==> src/rtl/companion_menu_fsm_if.sv <==
// ---------------------------------------------------------------------------
// companion_menu_fsm_if
// Bundles the button inputs, the action-engine status and the menu/action
// outputs of companion_menu_fsm.
//   master : drives the raw buttons and exec_status, observes the outputs
//            (board / action-engine side, or a testbench)
//   slave  : the menu controller itself
// Signals:
//   menu_button, next_button, prev_button, select_button : active-low raw
//   exec_status   : 1 = running action finished (synchronous level)
//   selected      : highlighted / executing item code, 0 when closed
//   exec          : high while an action runs
//   menu_open     : high while the menu is shown
//   exec_timeout  : one-cycle pulse, action cut off by the time limit
//   exec_abort    : one-cycle pulse, action cut off by a menu press
// ---------------------------------------------------------------------------
interface companion_menu_fsm_if #(
  parameter int SEL_W = 2
);
  logic             menu_button;
  logic             next_button;
  logic             prev_button;
  logic             select_button;
  logic             exec_status;
  logic [SEL_W-1:0] selected;
  logic             exec;
  logic             menu_open;
  logic             exec_timeout;
  logic             exec_abort;

  modport master (
    output menu_button, next_button, prev_button, select_button, exec_status,
    input  selected, exec, menu_open, exec_timeout, exec_abort
  );

  modport slave (
    input  menu_button, next_button, prev_button, select_button, exec_status,
    output selected, exec, menu_open, exec_timeout, exec_abort
  );
endinterface

==> src/rtl/companion_menu_fsm.sv <==
// ---------------------------------------------------------------------------
// companion_menu_fsm
// Menu/action controller for the companion pet: synchronises the four raw
// buttons, detects presses on their falling edges, moves a cursor over
// NUM_ITEMS actions with wrap-around, runs the chosen action with a
// completion / abort / timeout handshake and closes an idle menu.
// Ports:
//   clk  : system clock, rising edge
//   rst  : synchronous active-high reset
//   bus  : companion_menu_fsm_if.slave (buttons, exec_status, outputs)
//
// state | meaning
// ------+----------------------------------------------------------
// IDLE  | menu closed, selected=0, all buttons except menu ignored
// HOVER | menu shown, cursor moves with next/prev, select starts action
// EXEC  | action running until done, menu press (abort) or timeout
// ---------------------------------------------------------------------------
module companion_menu_fsm #(
  parameter int NUM_ITEMS    = 3,
  parameter int SEL_W        = 2,
  parameter int CNT_W        = 16,
  parameter int EXEC_TIMEOUT = 1000,
  parameter int MENU_TIMEOUT = 0
) (
  input logic                clk,
  input logic                rst,
  companion_menu_fsm_if.slave bus
);

  // Elaboration-time parameter checks
  if (SEL_W < 1 || SEL_W > 30) begin : g_bad_sel_w
    $error("companion_menu_fsm: SEL_W out of range");
  end
  if (NUM_ITEMS < 1 || NUM_ITEMS > (2 ** SEL_W) - 1) begin : g_bad_num_items
    $error("companion_menu_fsm: NUM_ITEMS must be 1..2^SEL_W-1");
  end
  if (CNT_W < 1 || CNT_W > 32) begin : g_bad_cnt_w
    $error("companion_menu_fsm: CNT_W must be 1..32");
  end
  if (EXEC_TIMEOUT < 0 ||
      longint'(EXEC_TIMEOUT) > ((longint'(1) << CNT_W) - 1)) begin : g_bad_exec_tmo
    $error("companion_menu_fsm: EXEC_TIMEOUT does not fit in CNT_W");
  end
  if (MENU_TIMEOUT < 0 ||
      longint'(MENU_TIMEOUT) > ((longint'(1) << CNT_W) - 1)) begin : g_bad_menu_tmo
    $error("companion_menu_fsm: MENU_TIMEOUT does not fit in CNT_W");
  end

  localparam int B_MENU = 3;
  localparam int B_SEL  = 2;
  localparam int B_NEXT = 1;
  localparam int B_PREV = 0;

  localparam logic [SEL_W-1:0] ITEM_FIRST    = SEL_W'(1);
  localparam logic [SEL_W-1:0] ITEM_LAST     = SEL_W'(NUM_ITEMS);
  localparam logic [CNT_W-1:0] CNT_ONE       = CNT_W'(1);
  localparam logic [CNT_W-1:0] CNT_MAX       = '1;
  localparam bit               EXEC_TMO_EN   = (EXEC_TIMEOUT != 0);
  localparam bit               MENU_TMO_EN   = (MENU_TIMEOUT != 0);
  // Only meaningful when the matching enable is set
  localparam logic [CNT_W-1:0] EXEC_CNT_LAST = CNT_W'(EXEC_TIMEOUT - 1);
  localparam logic [CNT_W-1:0] MENU_CNT_LAST = CNT_W'(MENU_TIMEOUT - 1);

  typedef enum logic [1:0] {
    ST_IDLE  = 2'd0,
    ST_HOVER = 2'd1,
    ST_EXEC  = 2'd2
  } state_t;

  // ---------------- button front end ----------------
  logic [3:0] btn_raw;
  logic [3:0] sync1_q, sync1_d;
  logic [3:0] sync2_q, sync2_d;
  logic [3:0] last_q,  last_d;
  logic [3:0] arm_q,   arm_d;
  logic [1:0] settle_q, settle_d;
  logic [3:0] press;

  assign btn_raw = {bus.menu_button, bus.select_button,
                    bus.next_button, bus.prev_button};

  // The synchroniser reset value of 1 would make a button held through
  // reset look like a fresh falling edge. A button is therefore only armed
  // once real data (settle_q[1]) shows it released at least once.
  always_comb begin
    sync1_d  = btn_raw;
    sync2_d  = sync1_q;
    last_d   = sync2_q;
    settle_d = {settle_q[0], 1'b1};
    arm_d    = arm_q | ({4{settle_q[1]}} & sync2_q);
    press    = arm_q & ~sync2_q & last_q;
  end

  always_ff @(posedge clk) begin
    if (rst) begin
      sync1_q  <= '1;
      sync2_q  <= '1;
      last_q   <= '1;
      arm_q    <= '0;
      settle_q <= '0;
    end else begin
      sync1_q  <= sync1_d;
      sync2_q  <= sync2_d;
      last_q   <= last_d;
      arm_q    <= arm_d;
      settle_q <= settle_d;
    end
  end

  // ---------------- state machine ----------------
  state_t           state_q, state_d;
  logic [SEL_W-1:0] cur_q,   cur_d;
  logic [CNT_W-1:0] cnt_q,   cnt_d;
  logic             tmo_q,   tmo_d;
  logic             abort_q, abort_d;
  logic [CNT_W-1:0] cnt_inc;

  // One counter serves as idle counter in HOVER and exec counter in EXEC;
  // it is cleared on every state change.
  always_comb begin
    state_d = state_q;
    cur_d   = cur_q;
    cnt_d   = cnt_q;
    tmo_d   = 1'b0;
    abort_d = 1'b0;
    cnt_inc = (cnt_q == CNT_MAX) ? cnt_q : cnt_q + CNT_ONE;

    case (state_q)
      ST_IDLE: begin
        cnt_d = '0;
        cur_d = '0;
        if (press[B_MENU]) begin
          state_d = ST_HOVER;
          cur_d   = ITEM_FIRST;
        end
      end

      ST_HOVER: begin
        cnt_d = (|press) ? '0 : cnt_inc;
        if (press[B_MENU]) begin
          state_d = ST_IDLE;
          cur_d   = '0;
        end else if (press[B_SEL]) begin
          state_d = ST_EXEC;
        end else if (press[B_NEXT] && !press[B_PREV]) begin
          cur_d = (cur_q == ITEM_LAST) ? ITEM_FIRST : cur_q + ITEM_FIRST;
        end else if (press[B_PREV] && !press[B_NEXT]) begin
          cur_d = (cur_q == ITEM_FIRST) ? ITEM_LAST : cur_q - ITEM_FIRST;
        end else if (MENU_TMO_EN && !(|press) && cnt_q == MENU_CNT_LAST) begin
          state_d = ST_IDLE;
          cur_d   = '0;
          cnt_d   = '0;
        end
      end

      ST_EXEC: begin
        cnt_d = cnt_inc;
        if (bus.exec_status) begin
          state_d = ST_HOVER;
          cnt_d   = '0;
        end else if (press[B_MENU]) begin
          state_d = ST_IDLE;
          cur_d   = '0;
          cnt_d   = '0;
          abort_d = 1'b1;
        end else if (EXEC_TMO_EN && cnt_q == EXEC_CNT_LAST) begin
          state_d = ST_HOVER;
          cnt_d   = '0;
          tmo_d   = 1'b1;
        end
      end

      default: begin
        state_d = ST_IDLE;
        cur_d   = '0;
        cnt_d   = '0;
      end
    endcase
  end

  always_ff @(posedge clk) begin
    if (rst) begin
      state_q <= ST_IDLE;
      cur_q   <= '0;
      cnt_q   <= '0;
      tmo_q   <= 1'b0;
      abort_q <= 1'b0;
    end else begin
      state_q <= state_d;
      cur_q   <= cur_d;
      cnt_q   <= cnt_d;
      tmo_q   <= tmo_d;
      abort_q <= abort_d;
    end
  end

  assign bus.selected     = (state_q == ST_IDLE) ? '0 : cur_q;
  assign bus.exec         = (state_q == ST_EXEC);
  assign bus.menu_open    = (state_q == ST_HOVER);
  assign bus.exec_timeout = tmo_q;
  assign bus.exec_abort   = abort_q;

endmodule

==> src/flat_wrapper.sv <==
// flat-port wrapper written by rule: the top's interface ports become plain ports
module companion_menu_fsm_flat 
#(
  parameter int NUM_ITEMS    = 3,
  parameter int SEL_W        = 2,
  parameter int CNT_W        = 16,
  parameter int EXEC_TIMEOUT = 1000,
  parameter int MENU_TIMEOUT = 0
)
  (clk, rst, bus_menu_button, bus_next_button, bus_prev_button, bus_select_button, bus_exec_status, bus_selected, bus_exec, bus_menu_open, bus_exec_timeout, bus_exec_abort);
  companion_menu_fsm_if #(.SEL_W(SEL_W)) bus_i ();
  input logic clk;
  input logic rst;
  input wire logic [$bits(bus_i.menu_button)-1:0] bus_menu_button;
  input wire logic [$bits(bus_i.next_button)-1:0] bus_next_button;
  input wire logic [$bits(bus_i.prev_button)-1:0] bus_prev_button;
  input wire logic [$bits(bus_i.select_button)-1:0] bus_select_button;
  input wire logic [$bits(bus_i.exec_status)-1:0] bus_exec_status;
  output wire logic [$bits(bus_i.selected)-1:0] bus_selected;
  output wire logic [$bits(bus_i.exec)-1:0] bus_exec;
  output wire logic [$bits(bus_i.menu_open)-1:0] bus_menu_open;
  output wire logic [$bits(bus_i.exec_timeout)-1:0] bus_exec_timeout;
  output wire logic [$bits(bus_i.exec_abort)-1:0] bus_exec_abort;
  assign bus_i.menu_button = bus_menu_button;
  assign bus_i.next_button = bus_next_button;
  assign bus_i.prev_button = bus_prev_button;
  assign bus_i.select_button = bus_select_button;
  assign bus_i.exec_status = bus_exec_status;
  assign bus_selected = bus_i.selected;
  assign bus_exec = bus_i.exec;
  assign bus_menu_open = bus_i.menu_open;
  assign bus_exec_timeout = bus_i.exec_timeout;
  assign bus_exec_abort = bus_i.exec_abort;
  companion_menu_fsm #(.NUM_ITEMS(NUM_ITEMS), .SEL_W(SEL_W), .CNT_W(CNT_W), .EXEC_TIMEOUT(EXEC_TIMEOUT), .MENU_TIMEOUT(MENU_TIMEOUT)) u_core (.clk(clk), .rst(rst), .bus(bus_i));
endmodule
==> config.mk <==
export PLATFORM = sky130hd
export DESIGN_NAME = companion_menu_fsm_flat
export DESIGN_NICKNAME = d
export VERILOG_FILES = /design/src/rtl/companion_menu_fsm_if.sv /design/src/rtl/companion_menu_fsm.sv /design/src/flat_wrapper.sv
export SDC_FILE = /design/constraint.sdc
export NUM_CORES = 1
export LEC_CHECK = 0
export CAP_MARGIN = 20
export CORE_MARGIN = 2
export CORE_UTILIZATION = 29
export DETAILED_ROUTE_END_ITERATION = 7
export HOLD_SLACK_MARGIN = 0.08
export PLACE_DENSITY_LB_ADDON = 0.2
export SLEW_MARGIN = 40
export SYNTH_ARGS = -nofsm -noshare
export SYNTH_HDL_FRONTEND = slang
export SYNTH_SLANG_ARGS = --single-unit
==> constraint.sdc <==
create_clock -name clk -period 2 [get_ports clk]
set_input_delay 0.5 -clock clk [delete_from_list [all_inputs] [get_ports clk]]
set_output_delay 0.5 -clock clk [all_outputs]
set_load 0.05 [all_outputs]
* Word-level counts from Yosys, hierarchy flattened
Index checks and enable logic that the tools add are counted.
** Storage, ports and cells
- Register bits after elaboration :: 40
- Input bits :: 7
** Operators by class
- Bitwise logic cells :: 6
- Eq/ne operators :: 13
- Reductions and logical operators :: 10
- Muxes and demuxes :: 27
- Add/sub/neg operators :: 3
** Operators with widths (number)
- 2-to-1 mux 16 bit :: 5
- one-hot mux 16 bit (2 select lines) :: 1
- 2-to-1 mux 2 bit :: 15
- adder 16 x 1 -> 16 bit, second input constant :: 1
- == test 16 x 10 -> 1 bit, second input constant :: 1
- == test 16 bit, second input constant :: 1
- bitwise AND 4 bit :: 3
- one-hot mux 2 bit (3 select lines) :: 2
- OR reduction 4 bit :: 2
- == test 2 x 1 -> 1 bit, second input constant :: 2
- == test 2 bit, second input constant :: 2
- 2-to-1 mux 1 bit :: 4
- != test 2 x 1 -> 1 bit, second input constant :: 2
- != test 4 x 1 -> 1 bit, second input constant :: 1
- != test 4 x 2 -> 1 bit, second input constant :: 1
- inverter 4 bit :: 1
- bitwise OR 4 bit :: 1
- AND reduction 4 bit :: 1
- != test 3 x 1 -> 1 bit, second input constant :: 1
- != test 3 x 2 -> 1 bit, second input constant :: 1
- AND reduction 3 bit :: 1
- OR reduction 3 bit :: 1
- adder 2 x 1 -> 2 bit, second input constant :: 1
- logical AND 1 bit :: 2
- 5 further kinds :: 6

* Depth between registers and ports, before layout
- Depth in word-level cells :: 10
- Depth in mapped cells :: 8

* Worst setup path before layout
No wires, ideal clock.
- Path kind :: register -> register
- Start :: reg u_core.state_q[0]
- End :: reg u_core.cnt_q[8]
- Setup slack :: 0.193 ns
- Path buffers :: 1
- Stages on the path, launching flop included :: 7
- Arrival :: 1.673 ns
- Setup time :: 0.134 ns
- Required time :: 1.866 ns
- Cell sequence :: dfxtp_1 -> inv_1 -> ha_1 -> nor2b_1 -> a32oi_2 -> buf_2 -> nor3_1
** On the way
- Word-level cells in the longest chain between the ends :: 2
** RTL lines
- from (decl) :: line companion_menu_fsm.sv:111 : state_t state_q, state_d;
- from (signal assigned) :: line companion_menu_fsm.sv:189 : state_q <= state_d;
- == test 2 bit
- via bus_exec :: line flat_wrapper.sv:20 : output wire logic [$bits(bus_i.exec)-1:0] bus_exec;
- one-hot mux 16 bit (2 select lines) :: line companion_menu_fsm.sv:128 : case (state_q)
- to (signal assigned) :: line companion_menu_fsm.sv:191 : cnt_q <= cnt_d;
- to (decl) :: line companion_menu_fsm.sv:113 : logic [CNT_W-1:0] cnt_q, cnt_d;
The timed path passes the listed nets, and every way through them passes these cells.
A chain may end at the register's enable or synchronous reset.

* Final worst setup path
- Start :: reg u_core.abort_q (netlist: u_core.bus.exec_abort)
- End :: out bus_exec_abort
** RTL lines
- from (decl) :: line companion_menu_fsm.sv:115 : logic abort_q, abort_d;
- from (signal assigned) :: line companion_menu_fsm.sv:193 : abort_q <= abort_d;
- to (decl) :: line flat_wrapper.sv:23 : output wire logic [$bits(bus_i.exec_abort)-1:0] bus_exec_abort;
No word-level cell between the ends.

==> results.md <==
- Post-CTS Setup Bufs: 0
- Max-cap violation count: 0
- IO Port Bufs: 12
- Fin. Hold Viols: 0
- Seq pwr share: 41.8%
- Vias in the first global route: 1434
- # diodes: 0
- DRT Pass-1 Iters: 4
- Routed vias/inst: roughly 5.2
- CP Max Fanout: 1
- CP max-delay cell: clkdlybuf4s50_1
- Wirelength, routed: 3970 um
- Die area: between 7000 and 8000 um2
- Tcrit/Tclk final: 95.7%
- Internal Power: 1.51 mW
- CTS tree: yes
- Worst hold path stage count: 1
- Post-cts resize count: 0
- Run status: finished clean
- Crit. End Element: output port
- Root buffer cell: clkbuf_8
- Hold Path Class: reg -> reg
- Largest net degree at the start of global routing: 22
- CP cell instances: clkdlybuf4s50_1
- Unrepaired setup endpoints after global routing: false
- Post-synth EDFFs: 0
- Placed insts: a little under 300
- H-tree depth: 2
- Clk_lat worst skew: 0.29 ns
- Syn avg cell area: 9.49 um2
- Top Ports: 13
- Net Count, Synth: 218
- TritonCTS Buffers: 5
- Worst-Margin Slew: around 0.50 ns
- Distinct cells, synth: 49
- Gate power share: 20.9%
- Via count: 1540
- Most common cell after layout, fill and taps aside: dfxtp_1
- Warning count from the yosys run: 0
- Ranking of synthesized cells by area: dfxtp_1 (42%), ha_1 (6.6%), or2_2 (4.3%), nor4_1 (3.6%), a21oi_1 (3.1%)
- Buf+Inv Stages, Crit Path: 1
- Startpoint Class: flip-flop
- Site row count: 29
- HPWL Detailed: 2790 um
- IR Drop Worst-Case VDD: between 0.4 and 0.5 mV
- Core ar.: 6350 um2
- Synth top area share: 42.0%
- Final setup vio count: 0
- GR Overflow Total: 0
- Setup CP Type: reg -> out
- Ys flop type: dfxtp_1
- Synthesized area: 1910 um2
- F_max: 0.522 GHz
- Global placement routability congestion: 0.753
- Starting DRC count in detailed routing: 60
- Initial antenna violation count: 0
- Chip width: 85.1 um
- NetSw: 0.551 mW
- CP arrival: ~1.4 ns
- Final Critical Period: 1.91 ns
- Cells after Synth: about 200
- Power Density: 880 nW/um2
- Layout cell share with drive strength beyond 1: 20.8%
- Synth Register Bits: 40
- Cell family with most CP delay: buffers and inverters
- Max Slew Vio Count: 0
- # fillers: 646
- Synth area leader: dfxtp_1
- Post-synthesis sequential area ratio: 42.0%
- Async S/R FF share, synth: 0%
- Clk pwr share: between 30% and 40%
- Crit. path cell count: 1
- Leak Pwr: approximately 0.8 nW
- CTS hold repair buffers: 0
- Reg2reg path depth: 8
- Final Skew: about 0.006 ns
- Remaining DRCs: 0
- Die Height: 85.1 um
- Most frequent cells in the layout: dfxtp_1 (40), or2_2 (13), a21oi_1 (12), nand2_1 (11), nor4_1 (11)
- Starting Density: between 30% and 40%
- Max-slew headroom: 66.8%
- Nets: around 240
- Sw frac: 26.7%
- ANT nets after route: 0
- CTS max path bufs: 2
- CTS clock-pin slew for the worst setup and hold paths: 0.08 ns
- Routed len/inst: roughly 13 um
- Area Growth Syn to Fin: 22.7%
- CTS sink count: 40
- Global-route wire length before repair: between 6000 and 7000 um
- Slowest stage delay, CP: roughly 0.79 ns
- Worst endpoint required time: 1.50 ns
- Post-Layout Cell Count: between 200 and 300
- Setup TNS Final: 0 ns
- GRT Total Usage: 11.8%
==> layer usage <==
metal / wire length [um] / GRT usage [%] / part of all wire, % / vias up
met1: 2060 / 16.8 / 52 / 728
met3: 104 / 2.72 / 2.6 / 5
met5: 0 / 0 / 0 / -
li1: - / - / - / 786
met2: 1740 / 16.9 / 44 / 21
met4: 74 / 5.05 / 1.9 / 0
==> layout make-up <==
type	instances	area, um2	area share (%)
clock buffers	5	68.8	2.94
multi-input cells	146	1050	44.8
repair buffers	21	240	10.3
clock inverters	2	60.1	2.57
well taps	77	96.3	4.12
inverters	7	26.3	1.12
flip-flops and latches	40	801	34.2
==> power groups by stage <==
| stage | sequential, mW | combinational (mW) | clock (mW) |
|---|---|---|---|
| 4_1_cts | 0.861 | 0.433 | 0.791 |
| 5_1_grt | 0.867 | 0.471 | 0.823 |
| 6_report | 0.861 | 0.430 | 0.769 |
| 3_3_place_gp | 0.881 | 0.432 | 0 |
| 2_1_floorplan | 0.873 | 0.262 | 0 |
| 3_5_place_dp | 0.880 | 0.431 | 0 |
==> Yosys cell counts (all sizes together) (2+ instances only) <==
library cell / n
nand4: 4
o21a: 2
a2111oi: 3
and2: 3
nor3: 3
buf: 4
o31ai: 4
nand2: 12
and4: 2
and3: 2
or4: 4
mux2i: 4
a211oi: 9
or3: 3
clkbuf: 4
inv: 7
or2: 14
ha: 10
nor4: 13
nand3b: 3
nor2: 10
nor2b: 3
a21oi: 12
a31oi: 2
dfxtp: 40
nand3: 7
o21ai: 5
==> path summary, 6_finish.rpt <==
path / from / to / slack, ns
setup / recovery: u_core.bus.exec_abort / bus_exec_abort / 0.09
hold / removal: u_core.sync1_q[0] / u_core.last_d[0] / 0.41
setup reg to reg: u_core.arm_q[1] / u_core.cur_q[0] / 0.20
hold reg to reg: u_core.sync1_q[0] / u_core.last_d[0] / 0.41
==> cell families after synthesis <==
logic type | Yosys count | share of synthesized area (%)
AO/OA/AOI/OAI | 45 | 17.6
XOR/XNOR | 1 | 0.459
adder cells (fa/ha/maj) | 10 | 6.56
buffers and inverters | 15 | 3.22
flip-flops | 40 | 42.0
multiplexers | 4 | 2.10
AND/OR/NAND/NOR | 86 | 28.1
==> per-stage QoR <==
stage / power, mW / area, um2 / util, % / setup slack [ns] / hold slack [ns]
after floorplan: 1.13 / 1910 / - / 0.193 / 0.389
after global placement: 1.31 / 2210 / 34.8 / 0.157 / 0.392
after detailed placement: 1.31 / 2210 / 34.8 / 0.150 / 0.396
after CTS: 2.09 / 2340 / 36.8 / 0.0635 / 0.409
after global routing: 2.16 / 2340 / 36.8 / 0.0330 / 0.428
final: 2.06 / 2340 / 36.8 / 0.0854 / 0.406
==> registers in the layout, indices dropped and copies added, names as in the netlist <==
name and count:
u_core.cnt_q 16, u_core.settle_q 2, u_core.cur_q 2, u_core.state_q 2
u_core.last_d 4, u_core.sync1_q 4, u_core.bus.exec_timeout 1, u_core.last_q 4
u_core.bus.exec_abort 1, u_core.arm_q 4
(Power assumes the default switching activity.)
